$ cat src/rtl/lui_cpu_sequencer_pkg.sv
// rtl/lui_cpu_sequencer_pkg.sv - shared types and constants for the LUI CPU sequencer
// Contents: FSM state enum, opcode constants, ALUOp encoding, fault codes.
package lui_cpu_sequencer_pkg;

  typedef enum logic [2:0] {
    ST_IDLE   = 3'd0,
    ST_FETCH  = 3'd1,
    ST_DECODE = 3'd2,
    ST_EXEC   = 3'd3,
    ST_WB     = 3'd4,
    ST_HALT   = 3'd5,
    ST_FAULT  = 3'd6
  } state_t;

  localparam logic [6:0] OPC_LUI    = 7'b0110111;
  localparam logic [6:0] OPC_SYSTEM = 7'b1110011;

  localparam logic [1:0] ALUOP_PASS_IMM = 2'b01;

  localparam logic [1:0] FAULT_NONE    = 2'd0;
  localparam logic [1:0] FAULT_ILLEGAL = 2'd1;
  localparam logic [1:0] FAULT_TIMEOUT = 2'd2;

endpackage

$ cat src/rtl/lui_seq_fetch_if.sv
// rtl/lui_seq_fetch_if.sv - instruction fetch handshake, IR capture and fetch timeout
// Ports:
//   clk, rst       clock, async active-low reset
//   start          pulse on the edge that enters FETCH; clears the timeout counter
//   active         FSM is in FETCH
//   imem_req       fetch request (high for the whole FETCH state)
//   imem_ack       fetch complete, imem_rdata valid
//   imem_rdata     fetched word
//   instr          instruction register
//   done           ack seen during FETCH (IR loads on this edge)
//   timeout        last permitted FETCH cycle passed without ack
module lui_seq_fetch_if #(
  parameter int FETCH_TIMEOUT = 15
) (
  input  logic        clk,
  input  logic        rst,
  input  logic        start,
  input  logic        active,
  output logic        imem_req,
  input  logic        imem_ack,
  input  logic [31:0] imem_rdata,
  output logic [31:0] instr,
  output logic        done,
  output logic        timeout
);

  // cnt holds the number of FETCH cycles already spent without ack, so the
  // FETCH_TIMEOUT-th waiting cycle is the one that raises timeout.
  localparam logic [7:0] CNT_LAST = 8'(FETCH_TIMEOUT - 1);

  logic [7:0] cnt;

  assign imem_req = active;
  assign done     = active && imem_ack;
  assign timeout  = active && !imem_ack && (cnt == CNT_LAST);

  always_ff @(posedge clk or negedge rst) begin
    if (!rst) begin
      cnt <= 8'd0;
    end else if (start) begin
      cnt <= 8'd0;
    end else if (active && !imem_ack && !timeout) begin
      cnt <= cnt + 8'd1;
    end
  end

  always_ff @(posedge clk or negedge rst) begin
    if (!rst) begin
      instr <= 32'd0;
    end else if (done) begin
      instr <= imem_rdata;
    end
  end

endmodule

$ cat src/rtl/lui_cpu_sequencer.sv
// rtl/lui_cpu_sequencer.sv - multi-cycle control FSM for the single-instruction LUI CPU
// Ports:
//   clk, rst                    clock, async active-low reset
//   run                         enable, sampled in IDLE and at WB
//   imem_req/addr/ack/rdata     instruction memory fetch handshake
//   instr                       IR to datapath
//   reg_write, alu_src, alu_op  datapath controls
//   pc                          program counter
//   busy, halted, fault_code    status
//   retired_count               saturating count of retired LUIs
module lui_cpu_sequencer
  import lui_cpu_sequencer_pkg::*;
#(
  parameter logic [31:0] RESET_PC      = 32'h0000_0000,
  parameter int          PC_STEP       = 4,
  parameter int          FETCH_TIMEOUT = 15,
  parameter int          CNT_W         = 16
) (
  input  logic             clk,
  input  logic             rst,
  input  logic             run,
  output logic             imem_req,
  output logic [31:0]      imem_addr,
  input  logic             imem_ack,
  input  logic [31:0]      imem_rdata,
  output logic [31:0]      instr,
  output logic             reg_write,
  output logic             alu_src,
  output logic [1:0]       alu_op,
  output logic [31:0]      pc,
  output logic             busy,
  output logic             halted,
  output logic [1:0]       fault_code,
  output logic [CNT_W-1:0] retired_count
);

  state_t state, state_next;
  logic   fetch_start, fetch_active, fetch_done, fetch_timeout;

  lui_seq_fetch_if #(
    .FETCH_TIMEOUT(FETCH_TIMEOUT)
  ) u_fetch (
    .clk       (clk),
    .rst       (rst),
    .start     (fetch_start),
    .active    (fetch_active),
    .imem_req  (imem_req),
    .imem_ack  (imem_ack),
    .imem_rdata(imem_rdata),
    .instr     (instr),
    .done      (fetch_done),
    .timeout   (fetch_timeout)
  );

  assign imem_addr = pc;

  always_ff @(posedge clk or negedge rst) begin
    if (!rst) begin
      state <= ST_IDLE;
    end else begin
      state <= state_next;
    end
  end

  always_comb begin
    state_next = state;
    unique case (state)
      ST_IDLE:   if (run) state_next = ST_FETCH;
      ST_FETCH: begin
        if (fetch_done)         state_next = ST_DECODE;
        else if (fetch_timeout) state_next = ST_FAULT;
      end
      ST_DECODE: begin
        if (instr[6:0] == OPC_LUI)         state_next = ST_EXEC;
        else if (instr[6:0] == OPC_SYSTEM) state_next = ST_HALT;
        else                               state_next = ST_FAULT;
      end
      ST_EXEC:   state_next = ST_WB;
      ST_WB:     state_next = run ? ST_FETCH : ST_IDLE;
      ST_HALT:   state_next = ST_HALT;
      ST_FAULT:  state_next = ST_FAULT;
      default:   state_next = ST_IDLE;
    endcase
  end

  always_comb begin
    reg_write    = 1'b0;
    alu_src      = 1'b0;
    alu_op       = 2'b00;
    busy         = 1'b0;
    halted       = 1'b0;
    fetch_active = 1'b0;
    fetch_start  = (state != ST_FETCH) && (state_next == ST_FETCH);
    unique case (state)
      ST_FETCH: begin
        busy         = 1'b1;
        fetch_active = 1'b1;
      end
      ST_DECODE: busy = 1'b1;
      ST_EXEC: begin
        busy    = 1'b1;
        alu_src = 1'b1;
        alu_op  = ALUOP_PASS_IMM;
      end
      ST_WB: begin
        busy      = 1'b1;
        alu_src   = 1'b1;
        alu_op    = ALUOP_PASS_IMM;
        reg_write = 1'b1;
      end
      ST_HALT: halted = 1'b1;
      default: ;
    endcase
  end

  // Architectural state advances only on WB exit, so an aborted or faulting
  // instruction leaves pc pointing at itself.
  always_ff @(posedge clk or negedge rst) begin
    if (!rst) begin
      pc            <= RESET_PC;
      retired_count <= '0;
      fault_code    <= FAULT_NONE;
    end else begin
      if (state == ST_WB) begin
        pc <= pc + 32'(PC_STEP);
        if (retired_count != '1) retired_count <= retired_count + CNT_W'(1);
      end
      if (state == ST_FETCH && !fetch_done && fetch_timeout) begin
        fault_code <= FAULT_TIMEOUT;
      end
      if (state == ST_DECODE && state_next == ST_FAULT) begin
        fault_code <= FAULT_ILLEGAL;
      end
    end
  end

endmodule

$ cat config.mk
export PLATFORM = sky130hd
export DESIGN_NAME = lui_cpu_sequencer
export DESIGN_NICKNAME = d
export VERILOG_FILES = /design/src/rtl/lui_cpu_sequencer_pkg.sv /design/src/rtl/lui_seq_fetch_if.sv /design/src/rtl/lui_cpu_sequencer.sv
export SDC_FILE = /design/constraint.sdc
export NUM_CORES = 1
export LEC_CHECK = 0
export BUFFER_PORTS_ARGS = -buffer_cell sky130_fd_sc_hd__buf_4
export CORE_MARGIN = 5
export CORE_UTILIZATION = 30
export DETAILED_ROUTE_END_ITERATION = 8
export PLACE_DENSITY = 0.64
export SKIP_CTS_REPAIR_TIMING = 1
export SLEW_MARGIN = 25
export SYNTH_ARGS = -nofsm -noshare
export SYNTH_HDL_FRONTEND = slang
export SYNTH_SLANG_ARGS = --single-unit
export TNS_END_PERCENT = 50
$ cat constraint.sdc
create_clock -name clk -period 2.54 [get_ports clk]
set_clock_uncertainty 0.1 [all_clocks]
set_input_delay 0.508 -clock clk [delete_from_list [all_inputs] [get_ports clk]]
set_output_delay 0.508 -clock clk [all_outputs]
set_load 0.05 [all_outputs]
==> impl_summary.log, run 1 <==
INFO  metric layout-drive-gt1-share = roughly 44%
INFO  metric path_buf_inv = 1
INFO  metric antenna_left = 0
INFO  metric gr_usage_total = between 10% and 20%
INFO  metric cellPowerDensity = between 1000 and 1500 mW/mm²
INFO  metric worstPathCellList = or3b_1, o21ai_0, buf_4
INFO  metric rsz0062_at_grt = no
INFO  metric hold-worst-slack = ~46 ps
INFO  metric synth_seq_cells = 91
INFO  metric max_stage_delay_on_crit_path = 510 ps
INFO  metric timing_worst_slew_pin_value = roughly 540 ps
INFO  metric drc = 0
INFO  metric portBuffers = about 150
INFO  metric final_period_util = between 90 and 100%
INFO  metric floorplan.core_area = 0.0146 mm²
INFO  metric cts_root_buffer = clkbuf_16
INFO  metric synth_ff_type = dfrtp_1
INFO  metric p_leak = between 2 and 3 nW
INFO  metric worstSetupStartpointType = register
INFO  metric asyncSetResetFlopFracSynth = 100%
INFO  metric die_width = 133 µm
INFO  metric cts_buffer_depth = 2
INFO  metric route.detailed.vias_per_inst = 4.73
INFO  metric post_synth_num_cell_types = 50
INFO  metric postSynthCellCount = 384
INFO  metric clock-sinks = 91
INFO  metric boundaryPins = 157
INFO  metric crit_slowest_cell = dfrtp_1
INFO  metric drt-pass1-iter-count = 4
INFO  metric fill_cells = between 1000 and 1500
INFO  metric worst-endpoint-arrival = between 1500 and 2000 ps
INFO  metric first_global_vias = around 3400
INFO  metric detailroute.via_count = 3307
INFO  metric clkSlewWorstSetupHoldPaths = 60 ps
INFO  metric path_max_fanout = 12
INFO  metric die-area = roughly 0.018 mm²
INFO  metric drv_slew = 0
INFO  metric floorplan.initialDensity = roughly 31%
INFO  metric finalHoldViolations = 0
INFO  metric pin_count_of_the_biggest_net_entering_global_routing = between 50 and 60
INFO  metric critPathTopFamily = flip-flops
INFO  metric report.final.setup_viol = 0
INFO  metric tritoncts.num_buffers = 9
INFO  metric hold_path_class = in -> async
INFO  metric area.growth.synth_to_final = 31.7%
INFO  metric final.min_clock_period = roughly 2400 ps
INFO  metric tritoncts_clock_tree = yes
INFO  metric run_status = completed
INFO  metric grt-ovfl-total = 0
INFO  metric timing.setup.critical_path_class = reg -> out
INFO  metric drt_iter0_markers = 157
INFO  metric h-tree-depth = 3
INFO  metric slew_headroom = approximately 64%
INFO  metric setup.worst_path.end_class = primary output
INFO  metric post_synth_instance_area = 0.00452 mm²
INFO  metric final_wirelength = 10.7 mm
INFO  metric wire_per_inst = approximately 15 µm
INFO  metric rows = between 40 and 50
INFO  metric vdd_drop_max = slightly above 0.7 mV
INFO  metric place_congestion = 0.789
INFO  metric antenna_found_initial = 0
INFO  metric utilization = 40.7%
INFO  metric final_common_cell = buf_4
INFO  metric ys_seq_area_share = 50.4%
INFO  metric layout.nets = 550
INFO  metric grt_pass1_wl = 17.5 mm
INFO  metric cp.required = 1930 ps
INFO  metric number_of_inserted_diodes = 0
INFO  metric hpwl = ~8 mm
INFO  metric mostFrequentLayoutCells = buf_4, dfrtp_1, xor2_1
INFO  metric chipHeight = approximately 130 µm
INFO  metric maxClockFrequency = 422 MHz
INFO  metric cap_viol_max_count = 0
INFO  metric syn_area_per_cell = 11.8 µm²
INFO  metric worstSkewPairLatency = 340 ps
INFO  metric number_of_enable_flip_flop_cells_after_synthesis = 0
INFO  metric ys.warnings.count = 0
## cell usage after synthesis (2+ instances only)
library cell	n	area share [%]
nand2b_1	2	0.28
a21oi_1	2	0.22
nand4_1	8	1.1
nor4_1	11	1.5
nor4_4	2	0.94
o311a_1	2	0.44
inv_1	7	0.58
and4_1	4	0.77
and3_1	11	1.5
xor2_1	34	6.6
and2_1	3	0.42
buf_4	40	6.6
o21ai_0	3	0.33
nand2_1	24	2.0
ha_1	4	1.1
nand3_2	2	0.44
a21o_1	2	0.33
xnor2_1	18	3.5
buf_6	4	1.0
clkbuf_1	3	0.25
nor4_2	5	1.4
dfrtp_1	91	50
nand3_1	17	1.9
nor2_1	16	1.3
nor3b_1	3	0.50
mux2_2	31	7.7
nand4_2	2	0.55
nor3_1	11	1.2
## cells by family (layout without fill, tap and decap cells)
group	count (synthesis)	after routing	share of synthesized area (%)
and+or+nand+nor	132	132	18.7
muxes	34	34	8.52
AOI/OAI and AO/OA	16	16	2.71
other	1	5	0.0830
adders and majority gates	4	4	1.11
buffers and inverters	54	181	8.47
DFF	91	91	50.4
xor gates and xnor gates	52	52	10.1
## area by class of cell
| type | instances | area [µm²] | share of cell area [%] |
|---|---|---|---|
| Clock buffer | 10 | 229 | 3.85 |
| Timing Repair Buffer | 158 | 1200 | 20.1 |
| Clock inverter | 6 | 113 | 1.89 |
| Inverter | 7 | 26.3 | 0.441 |
| Multi-Input combinational cell | 243 | 1880 | 31.6 |
| Sequential cell | 91 | 2280 | 38.2 |
| Tap cell | 184 | 230 | 3.87 |
## registers in the layout (all words and copies together), names as in the netlist
name	count
u_fetch.instr	32
imem_addr	30
retired_count	16
u_fetch.cnt	8
state	3
fault_code	2
## layer usage
layer	routed length [µm]	global-route usage, %	up-vias
met5	0	0	-
met4	182	4.73	0
met3	858	4.21	14
met2	5020	19.1	119
met1	4630	15.4	1615
li1	-	-	1559
## worst reg2reg max path, stage by stage, from the launching register on
cell and delay [ps]:
dfrtp_1 550, nor3b_2 330, and2_1 160, buf_4 360
mux2_2 410
## through the flow
step	total power [mW]	cell area (µm²)	cells	setup TNS [ps]	worst slack (ps)
3_5_place_dp	5.43	5610	683	0	530
3_3_place_gp	5.37	5610	683	0	568
6_report	6.91	5950	699	0	173
4_1_cts	7.00	5950	699	0	151
5_1_grt	7.26	5950	699	0	52.0
2_1_floorplan	4.50	4540	388	-232	-232
## where the power goes
group          leakage [nW]  internal [mW]  total, mW  switching (mW)
combinational          1.60           1.07       3.20            2.13
clock                 0.167          0.966       1.54           0.572
sequential             1.18           1.82       2.17           0.348
total                  2.94           3.85       6.91            3.05
## path summary, 6_finish.rpt
check / from / end / slack, ps / cells after the start
min in group clk: imem_rdata[8] / u_fetch.instr[8] / 280 / 2
worst min-delay path: rst / imem_addr[13] / 50 / 1
worst min register to register: u_fetch.instr[8] / u_fetch.instr[8] / 390 / 1
worst max register to register: state[0] / u_fetch.instr[16] / 510 / 4
max in group asynchronous: rst / u_fetch.cnt[6] / 1620 / 2
worst max-delay path: state[0] / alu_src / 170 / 3
No activity file was read; power rests on OpenSTA's default activity.
==> run 2, diff against run 1 <==
Settings changed: CORE_UTILIZATION 30 to 37, PLACE_DENSITY 0.64 to 0.73.
==> impl_summary.log, run 2 (synthesized netlist as in run 1, its figures left out) <==
INFO  metric timing_worst_slew_pin_value = 674 ps (+135 ps)
INFO  metric grt_util_met3 = 4.58% (+0.37 points)
INFO  metric grt_pass1_wl = 17.6 mm (+0.79%)
INFO  metric tritoncts_clock_tree = yes
INFO  metric internal_power_component = 3.65 mW (-5.3%)
INFO  metric crit_slowest_cell = dfrtp_1
INFO  metric report.final.setup_viol = 0 (unchanged)
INFO  metric final_common_cell = buf_4
INFO  metric tritoncts.num_buffers = 9 (unchanged)
INFO  metric antenna_left = 0 (unchanged)
INFO  metric run_status = completed
INFO  metric maxClockFrequency = 434 MHz (+2.8%)
INFO  metric p_leak = 2.91 nW (-1.1%)
INFO  metric rsz0062_at_grt = no
INFO  metric hold_path_class = in -> async
INFO  metric place_congestion = 0.822 (+4.2%)
INFO  metric timing.setup.critical_path_class = reg -> out
INFO  metric path_buf_inv = 1 (unchanged)
INFO  metric die_width = 121 µm (-9.2%)
INFO  metric cts_buffer_depth = 2 (unchanged)
INFO  metric die-area = 0.0145 mm² (-18%)
INFO  metric area.growth.synth_to_final = 29.3%
INFO  metric cap_viol_max_count = 0 (unchanged)
INFO  metric layout-drive-gt1-share = 43.3% (-0.41 points)
INFO  metric busiest_layer = met2
INFO  metric pin_count_of_the_biggest_net_entering_global_routing = 52 (-1.9%)
INFO  metric boundaryPins = 157 (unchanged)
INFO  metric worstSetupStartpointType = register
INFO  metric layout.nets = 548 (-0.36%)
INFO  metric final.min_clock_period = 2300 ps (-65.0 ps)
INFO  metric wire_per_inst = 16.1 µm (+5.2%)
INFO  metric portBuffers = 151 (unchanged)
INFO  metric path_max_fanout = 11 (-1)
INFO  metric number_of_inserted_diodes = 0 (unchanged)
INFO  metric floorplan.core_area = 0.0120 mm² (-18%)
INFO  metric drv_slew = 0 (unchanged)
INFO  metric final_period_util = 90.6% (-2.6 points)
INFO  metric floorplan.initialDensity = 37.6% (+6.8 points)
INFO  metric h-tree-depth = 3 (unchanged)
INFO  metric mostFrequentLayoutCells = buf_4, dfrtp_1, xor2_1
INFO  metric final_wirelength = 10.6 mm (-0.68%)
INFO  metric largest_reg_flops = 32 (unchanged)
INFO  metric worstSkewPairLatency = 340 ps (about the same)
INFO  metric route.detailed.vias_per_inst = 4.98 (+5.2%)
INFO  metric cts_root_buffer = clkbuf_16
INFO  metric first_global_vias = 3439 (+2.2%)
INFO  metric cp.depth = 3 (unchanged)
INFO  metric setup.worst_path.end_class = primary output
INFO  metric worstPathCellList = or3b_1, o21ai_0, buf_4
INFO  metric share_comb_of_total_power = 47.5% (+1.2 points)
INFO  metric finalHoldViolations = 0 (unchanged)
INFO  metric largest-register = u_fetch.instr
INFO  metric sw_frac_of_total = 45.2% (+1.0 points)
INFO  metric groute.layer.met2.usage = 24.7% (+5.6 points)
INFO  metric slew_headroom = 54.7% (-9.3 points)
INFO  metric detailroute.via_count = 3284 (-0.70%)
INFO  metric clkSlewWorstSetupHoldPaths = 60 ps (about the same)
INFO  metric worst-endpoint-arrival = 1690 ps (-70 ps)
INFO  metric critPathTopFamily = flip-flops
INFO  metric drc = 0 (unchanged)
INFO  metric globalRouteMet1Util = 18.6% (+3.2 points)
INFO  metric r2r_cells = 6 (+2)
INFO  metric chipHeight = 121 µm (-9.2%)
INFO  metric cellPowerDensity = 1140 mW/mm² (-1.8%)
INFO  metric power.net_switching = 3.01 mW (-1.4%)
INFO  metric cp.required = 1930 ps (about the same)
INFO  metric rows = 40 (-9.1%)
INFO  metric drt-pass1-iter-count = 4 (unchanged)
INFO  metric drt_iter0_markers = 203 (+29%)
INFO  metric clock-sinks = 91 (unchanged)
INFO  metric vdd_drop_max = 0.852 mV (+19%)
INFO  metric utilization = 48.7% (+8.0 points)
INFO  metric pwr-share-clk = 19.6% (-2.7 points)
INFO  metric place_area = 0.00555 mm² (-1.1%)
INFO  metric grt-ovfl-total = 0 (unchanged)
INFO  metric gr_usage_total = 14.9% (+2.8 points)
INFO  metric final_area = 0.00584 mm² (-1.8%)
INFO  metric hpwl = 7.91 mm (-0.98%)
INFO  metric power.share.sequential = 32.9% (+1.5 points)
INFO  metric antenna_found_initial = 0 (unchanged)
INFO  metric max_stage_delay_on_crit_path = 500 ps (about the same)
==> run 2: layout make-up <==
class                           count  area (µm²)
Fill cell                        1088        6170
Sequential cell                    91        2280
Multi-Input combinational cell    243        1880
Timing Repair Buffer              156        1180
Clock buffer                       15         288
Tap cell                          147         184
Inverter                            7        26.3
Clock inverter                      1        5.00
==> run 2: final timing paths <==
kind,to,slack (ps),startpoint
max in group asynchronous,retired_count[15],1620,rst
hold / removal,u_fetch.instr[2],50,rst
setup / recovery,alu_op[0],240,state[1]
hold reg to reg,u_fetch.instr[8],390,u_fetch.instr[8]
setup reg to reg,fault_code[0],520,u_fetch.cnt[0]
min in group clk,u_fetch.instr[8],290,imem_rdata[8]
==> run 2: power by group through the flow <==
stage | Sequential, mW | Combinational (mW) | Clock (mW)
2_1_floorplan | 3.26 | 1.24 | 0
3_3_place_gp | 2.19 | 3.15 | 0
3_5_place_dp | 2.22 | 3.20 | 0
4_1_cts | 2.20 | 3.20 | 1.35
5_1_grt | 2.27 | 3.33 | 1.42
6_report | 2.19 | 3.16 | 1.31
==> run 2: metrics by stage <==
| step | cells | setup TNS [ps] | hold WS, ps | total power, mW | setup WS, ps |
|---|---|---|---|---|---|
| 2_1_floorplan | 388 | -232 | 112 | 4.50 | -232 |
| 3_3_place_gp | 644 | 0 | 372 | 5.34 | 605 |
| 3_5_place_dp | 644 | 0 | 376 | 5.41 | 536 |
| 4_1_cts | 660 | 0 | 59.6 | 6.75 | 195 |
| 5_1_grt | 660 | 0 | 83.3 | 7.01 | 145 |
| 6_report | 660 | 0 | 50.9 | 6.66 | 238 |
==> run 2: metal layers <==
layer / vias up / routed length [µm]
met2: 113 / 5280
li1: 1556 / -
met4: 0 / 175
met3: 19 / 746
met5: - / 0
met1: 1596 / 4420
